## src/rtl/sdr_channel_arbiter.sv

```systemverilog
// sdr_channel_arbiter: shares one SDRAM client port between NREQ requesters
// using round-robin grant, and inserts refresh cycles when refresh_req asks.
// A refresh that has waited REFRESH_MAX cycles pre-empts the next grant.
//
// Handshake (same on both sides): a requester raises req and holds its
// address stable. The responder answers with a one-cycle rdy pulse, and the
// data is valid only in that cycle. A req is never withdrawn by the arbiter
// once issued. Each mem_req or mem_refresh is closed by exactly one mem_rdy.
// A mem_rdy seen while IDLE is stray and is ignored.
module sdr_channel_arbiter #(
  parameter int NREQ        = 3,
  parameter int AW          = 25,
  parameter int DW          = 64,
  parameter int REFRESH_MAX = 64
) (
  input  logic                 clk_sys,
  input  logic                 reset_n,
  input  logic [NREQ-1:0]      cli_req,
  input  logic [NREQ*AW-1:0]   cli_addr,
  output logic [NREQ-1:0]      cli_rdy,
  output logic [DW-1:0]        cli_dout,
  output logic                 mem_req,
  output logic [AW-1:0]        mem_addr,
  input  logic                 mem_rdy,
  input  logic [DW-1:0]        mem_dout,
  output logic                 mem_refresh,
  input  logic                 refresh_req,
  output logic [1:0]           grant_id,
  output logic                 busy,
  output logic [1:0]           dbg_state
);

  localparam int IW = (NREQ > 1) ? $clog2(NREQ) : 1;
  localparam int WW = $clog2(REFRESH_MAX + 1);

  typedef enum logic [1:0] {
    S_IDLE    = 2'd0,
    S_XFER    = 2'd1,
    S_REFRESH = 2'd2
  } state_t;

  state_t            state_q, state_d;
  logic              mem_req_q, mem_req_d;
  logic [AW-1:0]     mem_addr_q, mem_addr_d;
  logic              mem_ref_q, mem_ref_d;
  logic              busy_q, busy_d;
  logic [NREQ-1:0]   cli_rdy_q, cli_rdy_d;
  logic [DW-1:0]     cli_dout_q, cli_dout_d;
  logic [1:0]        gid_q, gid_d;
  logic [1:0]        ptr_q, ptr_d;
  logic [WW-1:0]     wait_q, wait_d;

  logic              pick_valid;
  logic [1:0]        pick_id;
  logic              wait_full;
  int                idx;

  assign wait_full = (wait_q == WW'(REFRESH_MAX));

  // Round-robin search: first set request after the last served requester.
  always_comb begin
    pick_valid = 1'b0;
    pick_id    = '0;
    idx        = 0;
    for (int k = 1; k <= NREQ; k++) begin
      idx = (int'(ptr_q) + k) % NREQ;
      if (!pick_valid && cli_req[idx[IW-1:0]]) begin
        pick_valid = 1'b1;
        pick_id    = 2'(idx);
      end
    end
  end

  // Next-state logic; refresh is considered before any client grant.
  always_comb begin
    state_d = state_q;
    case (state_q)
      S_IDLE: begin
        if (refresh_req && (wait_full || !pick_valid)) state_d = S_REFRESH;
        else if (pick_valid)                           state_d = S_XFER;
      end
      S_XFER:    if (mem_rdy) state_d = S_IDLE;
      S_REFRESH: if (mem_rdy) state_d = S_IDLE;
      default:   state_d = S_IDLE;
    endcase
  end

  // Output/datapath next values, driven from the current state and transition.
  always_comb begin
    mem_req_d  = mem_req_q;
    mem_addr_d = mem_addr_q;
    mem_ref_d  = mem_ref_q;
    busy_d     = busy_q;
    cli_rdy_d  = '0;
    cli_dout_d = cli_dout_q;
    gid_d      = gid_q;
    ptr_d      = ptr_q;
    case (state_q)
      S_IDLE: begin
        if (state_d == S_REFRESH) begin
          mem_ref_d = 1'b1;
          busy_d    = 1'b1;
        end else if (state_d == S_XFER) begin
          mem_req_d  = 1'b1;
          busy_d     = 1'b1;
          gid_d      = pick_id;
          mem_addr_d = cli_addr[int'(pick_id)*AW +: AW];
        end
      end
      S_XFER: begin
        if (mem_rdy) begin
          mem_req_d  = 1'b0;
          busy_d     = 1'b0;
          cli_rdy_d  = NREQ'(1) << gid_q;
          cli_dout_d = mem_dout;
          ptr_d      = gid_q;
        end
      end
      S_REFRESH: begin
        if (mem_rdy) begin
          mem_ref_d = 1'b0;
          busy_d    = 1'b0;
        end
      end
      default: ;
    endcase
  end

  // Refresh wait counter: counts pending-refresh cycles outside REFRESH, saturating.
  always_comb begin
    wait_d = wait_q;
    if (state_q == S_REFRESH && mem_rdy)                           wait_d = '0;
    else if (refresh_req && state_q != S_REFRESH && !wait_full)    wait_d = wait_q + WW'(1);
  end

  // State register.
  always_ff @(posedge clk_sys) begin
    if (!reset_n) state_q <= S_IDLE;
    else          state_q <= state_d;
  end

  // Registered outputs, round-robin pointer and refresh wait counter.
  always_ff @(posedge clk_sys) begin
    if (!reset_n) begin
      mem_req_q  <= 1'b0;
      mem_addr_q <= '0;
      mem_ref_q  <= 1'b0;
      busy_q     <= 1'b0;
      cli_rdy_q  <= '0;
      cli_dout_q <= '0;
      gid_q      <= '0;
      ptr_q      <= '0;
      wait_q     <= '0;
    end else begin
      mem_req_q  <= mem_req_d;
      mem_addr_q <= mem_addr_d;
      mem_ref_q  <= mem_ref_d;
      busy_q     <= busy_d;
      cli_rdy_q  <= cli_rdy_d;
      cli_dout_q <= cli_dout_d;
      gid_q      <= gid_d;
      ptr_q      <= ptr_d;
      wait_q     <= wait_d;
    end
  end

  assign mem_req     = mem_req_q;
  assign mem_addr    = mem_addr_q;
  assign mem_refresh = mem_ref_q;
  assign busy        = busy_q;
  assign cli_rdy     = cli_rdy_q;
  assign cli_dout    = cli_dout_q;
  assign grant_id    = gid_q;
  assign dbg_state   = state_q;

endmodule

```

## config.mk

```make
export PLATFORM = sky130hd
export DESIGN_NAME = sdr_channel_arbiter
export DESIGN_NICKNAME = d
export VERILOG_FILES = /design/src/rtl/sdr_channel_arbiter.sv
export SDC_FILE = /design/constraint.sdc
export NUM_CORES = 1
export LEC_CHECK = 0
export BUFFER_PORTS_ARGS = -buffer_cell sky130_fd_sc_hd__buf_2
export CORE_MARGIN = 2
export CORE_UTILIZATION = 48
export CTS_BUF_LIST = sky130_fd_sc_hd__clkbuf_16
export CTS_CLUSTER_DIAMETER = 100
export CTS_CLUSTER_SIZE = 25
export DETAILED_ROUTE_END_ITERATION = 12
export PLACE_DENSITY = 0.79
export SLEW_MARGIN = 20
export SYNTH_ARGS = -nofsm -noshare
export SYNTH_HDL_FRONTEND = slang
export SYNTH_SLANG_ARGS = --single-unit
```

## constraint.sdc

```tcl
create_clock -name clk_sys -period 3.8 [get_ports clk_sys]
set_input_delay 1.14 -clock clk_sys [delete_from_list [all_inputs] [get_ports clk_sys]]
set_output_delay 1.14 -clock clk_sys [all_outputs]
set_load 0.05 [all_outputs]
```

==> flow_summary_export.csv <==
group,metric,value,unit
global_routing,grt_pass1_wl,23700,um
synthesis,yosys.area.top_type,"dfxtp_1",
synthesis,syn_nets,814,
floorplanning,core-area,0.01147,mm2
timing,setup_violations,0,
global_routing,overflow,0,
timing,period_share,0.8952,
synthesis,synth_area_leaders,"dfxtp_1 (38%), nand2_1 (11%), a21boi_0 (9.2%), nor4b_2 (6.4%), a211oi_2 (5.8%)",
layout,diodes,0,
clock_network,cts_buffers,9,
timing,setup_tns,0,ns
timing,rsz0062_at_grt,"no",
drt,wl,14790,um
timing,max_slew.worst_pin.slew,0.7679,ns
clock_network,cts-htree-levels,3,
clock_network,cts_resized,0,
timing,hold_violations,0,
drt,vias,5380,
layout,area.growth.synth_to_final,27.37,%
outcome,outcome,"complete, no violations",
layout,drive_gt1_frac,0.3784,
pwr,p_leak,3.332,nW
pwr,p_per_area,438.5,mW/mm2
synthesis,synth-main-ff-cell,"dfxtp_1",
placed_design,gp_congestion,0.8805,
global_routing,antenna_found_initial,0,
timing,finalClockSkew,0.009704,ns
global_routing,grt_use_total,0.2270,
critical_path,crit_type,"in2reg",
layout,final_util,0.6266,
hold_path,holdPathEnd,"cli_dout[41]",
global_routing,grt_pass1_vias,5053,
synthesis,ys_seq_area_frac,0.3832,
drt,drcViolationCount,0,
timing,relSlewSlack,0.4863,
synthesis,synth_top_area_share,0.3832,
hold_path,hp-class,"reg2reg",
critical_path,path_max_fanout,57,
floorplanning,io_pins,245,
synthesis,synth_cells,655,
floorplanning,rows,39,
drt,ant_nets,0,
timing,clock.fmax,294.0,MHz
drt,drt_iter0_drc,337,
layout,nets,1027,
critical_path,r2r_end,"mem_addr[20]",
drt,wl_per_cell,14.57,um
synthesis,ys_types,53,
placed_design,port_buffers,244,
timing,maxSlewViolCount,0,
layout,n_fill_cell,1029,
floorplanning,dieArea,0.01264,mm2
hold_path,min_from,"cli_dout[41]",
timing,finalCriticalPeriod,3.402,ns
drt,dr.pass1.iters,5,
synthesis,synth_area,0.005642,mm2
layout,final_common_cell,"buf_2",
clock_network,holdBufCountCts,0,
clock_network,path_clk_slew,0.07,ns
synthesis,synthArstFlopShare,0,
critical_path,r2r_slack,0.63,ns
critical_path,regToRegStartpoint,"ptr_q[0]",
clock_network,cts.sinks,108,
clock_network,post-cts-setup-buffers,0,
clock_network,cts-root-buf,"clkbuf_16",
clock_network,cts_tree,"done",
synthesis,yosys_register_bits,108,
clock_network,clk_path_buf_depth,2,
critical_path,worst_ep_arrival_time,3.67,ns
drt,via_per_inst,5.300,
critical_path,cp-end-kind,"flop",
critical_path,cp-start-kind,"input pin",
critical_path,r2r_cells,14,
pwr,peakVddDrop,379.2,uV
synthesis,synth_edf_count,0,
synthesis,ys_warn_count,0,
hold_path,holdPathStages,2,
global_routing,grt_max_degree,73,
clock_network,clock_latency,0.35,ns
run,max_cap_viol_count,0,
placed_design,dp.final_hpwl,10460,um
floorplanning,dieWidth,112.4,um
layout,final_cell_mix,"buf_2 (244), nand2_1 (171), dfxtp_1 (108), a21boi_0 (69), a21oi_1 (57)",
synthesis,synth.avg_cell_area,8.613,um2
floorplanning,die_y,112.4,um
critical_path,critical_path_required,4.07,ns
floorplanning,start_util,0.4920,
layout make-up:
class | count | area [um2] | share of cell area
flip-flops and latches | 108 | 2162 | 0.3009
multi-input cells | 480 | 3169 | 0.4411
clock buffers | 9 | 225.2 | 0.03134
well taps | 143 | 178.9 | 0.02490
clock inverters | 6 | 48.80 | 0.006791
repair buffers | 257 | 1356 | 0.1888
inverters | 12 | 45.04 | 0.006269
cells by family after synthesis:
family                   synth area share
AND/OR/NAND/NOR                    0.2247
AO/OA/AOI/OAI                      0.2936
flip-flops                         0.3832
buffers and inverters             0.05855
adder cells (fa/ha/maj)           0.02883
XOR/XNOR                         0.009316
multiplexers                     0.001774
registers in the layout (all words and copies together) (netlist names):
register / flops
wait_q: 7
ptr_q: 2
mem_addr: 25
grant_id: 2
cli_dout: 64
busy: 1
mem_refresh: 1
mem_req: 1
dbg_state: 2
cli_rdy: 3
cell usage after synthesis (all sizes together) (2+ instances only):
cell and instances:
a21boi 69, a221oi 2, nor2 11, a21oi 58, and3 3, and2 2, nand3 3, xor2 3
a22o 2, nand2 172, ha 13, nor4b 26, or3 3, xnor2 3, inv 12, o211ai 2
buf 18, nor3b 4, nor3 2, o21ai 27, nor2b 5, nand2b 3, a211oi 27, clkbuf 37
o211a 25, dfxtp 108
critical path, cell delays in order:
cell	delay, ns
buf_2	0.14
a22o_2	0.27
a211oi_1	0.26
o21ai_0	0.15
a32oi_1	0.31
nor2_1	0.12
ha_1	0.25
nand2_1	0.08
and2_2	0.18
buf_12	0.24
a21oi_1	0.11
nor4b_2	0.17
a211oi_2	0.23
per-stage QoR:
stage	power, mW	setup WS (ns)	std cells	cell area (um2)	hold slack, ns
detailed placement	2.288	0.07785	1000	6912	0.4549
CTS	3.180	0.3969	1015	7186	0.4649
floorplan	2.021	0.3042	655	5642	0.4712
global placement	2.277	0.1908	1000	6912	0.4476
finish	3.151	0.3983	1015	7186	0.4618
global route	3.301	0.2295	1015	7186	0.4857
routing by layer:
layer	wire length, um	part of all wire	track usage
met1	6130	0.41	0.2638
met5	0	0	0
met3	1301	0.088	0.08639
met2	7156	0.48	0.3924
met4	201	0.014	0.06260
report_power, final:
| group | total, mW | leakage [nW] | internal [mW] | switching [mW] |
|---|---|---|---|---|
| combinational | 0.964 | 2.31 | 0.308 | 0.656 |
| clock | 0.887 | 0.136 | 0.450 | 0.438 |
| sequential | 1.30 | 0.882 | 1.23 | 0.0730 |
how the worst max path moves through the flow:
| stage | to | cells past startpoint | slack (ns) | start |
|---|---|---|---|---|
| 4_1_cts | mem_addr[8] | 11 | 0.40 | cli_req[1] |
| 5_1_grt | mem_addr[8] | 11 | 0.23 | cli_req[1] |
| 3_5_place_dp | mem_addr[20] | 13 | 0.08 | cli_req[2] |
| 2_1_floorplan | mem_addr[10] | 13 | 0.30 | cli_req[2] |
| 6_report | mem_addr[20] | 13 | 0.40 | cli_req[2] |
| 3_3_place_gp | mem_addr[3] | 13 | 0.19 | cli_req[2] |
(Power assumes the default switching activity.)
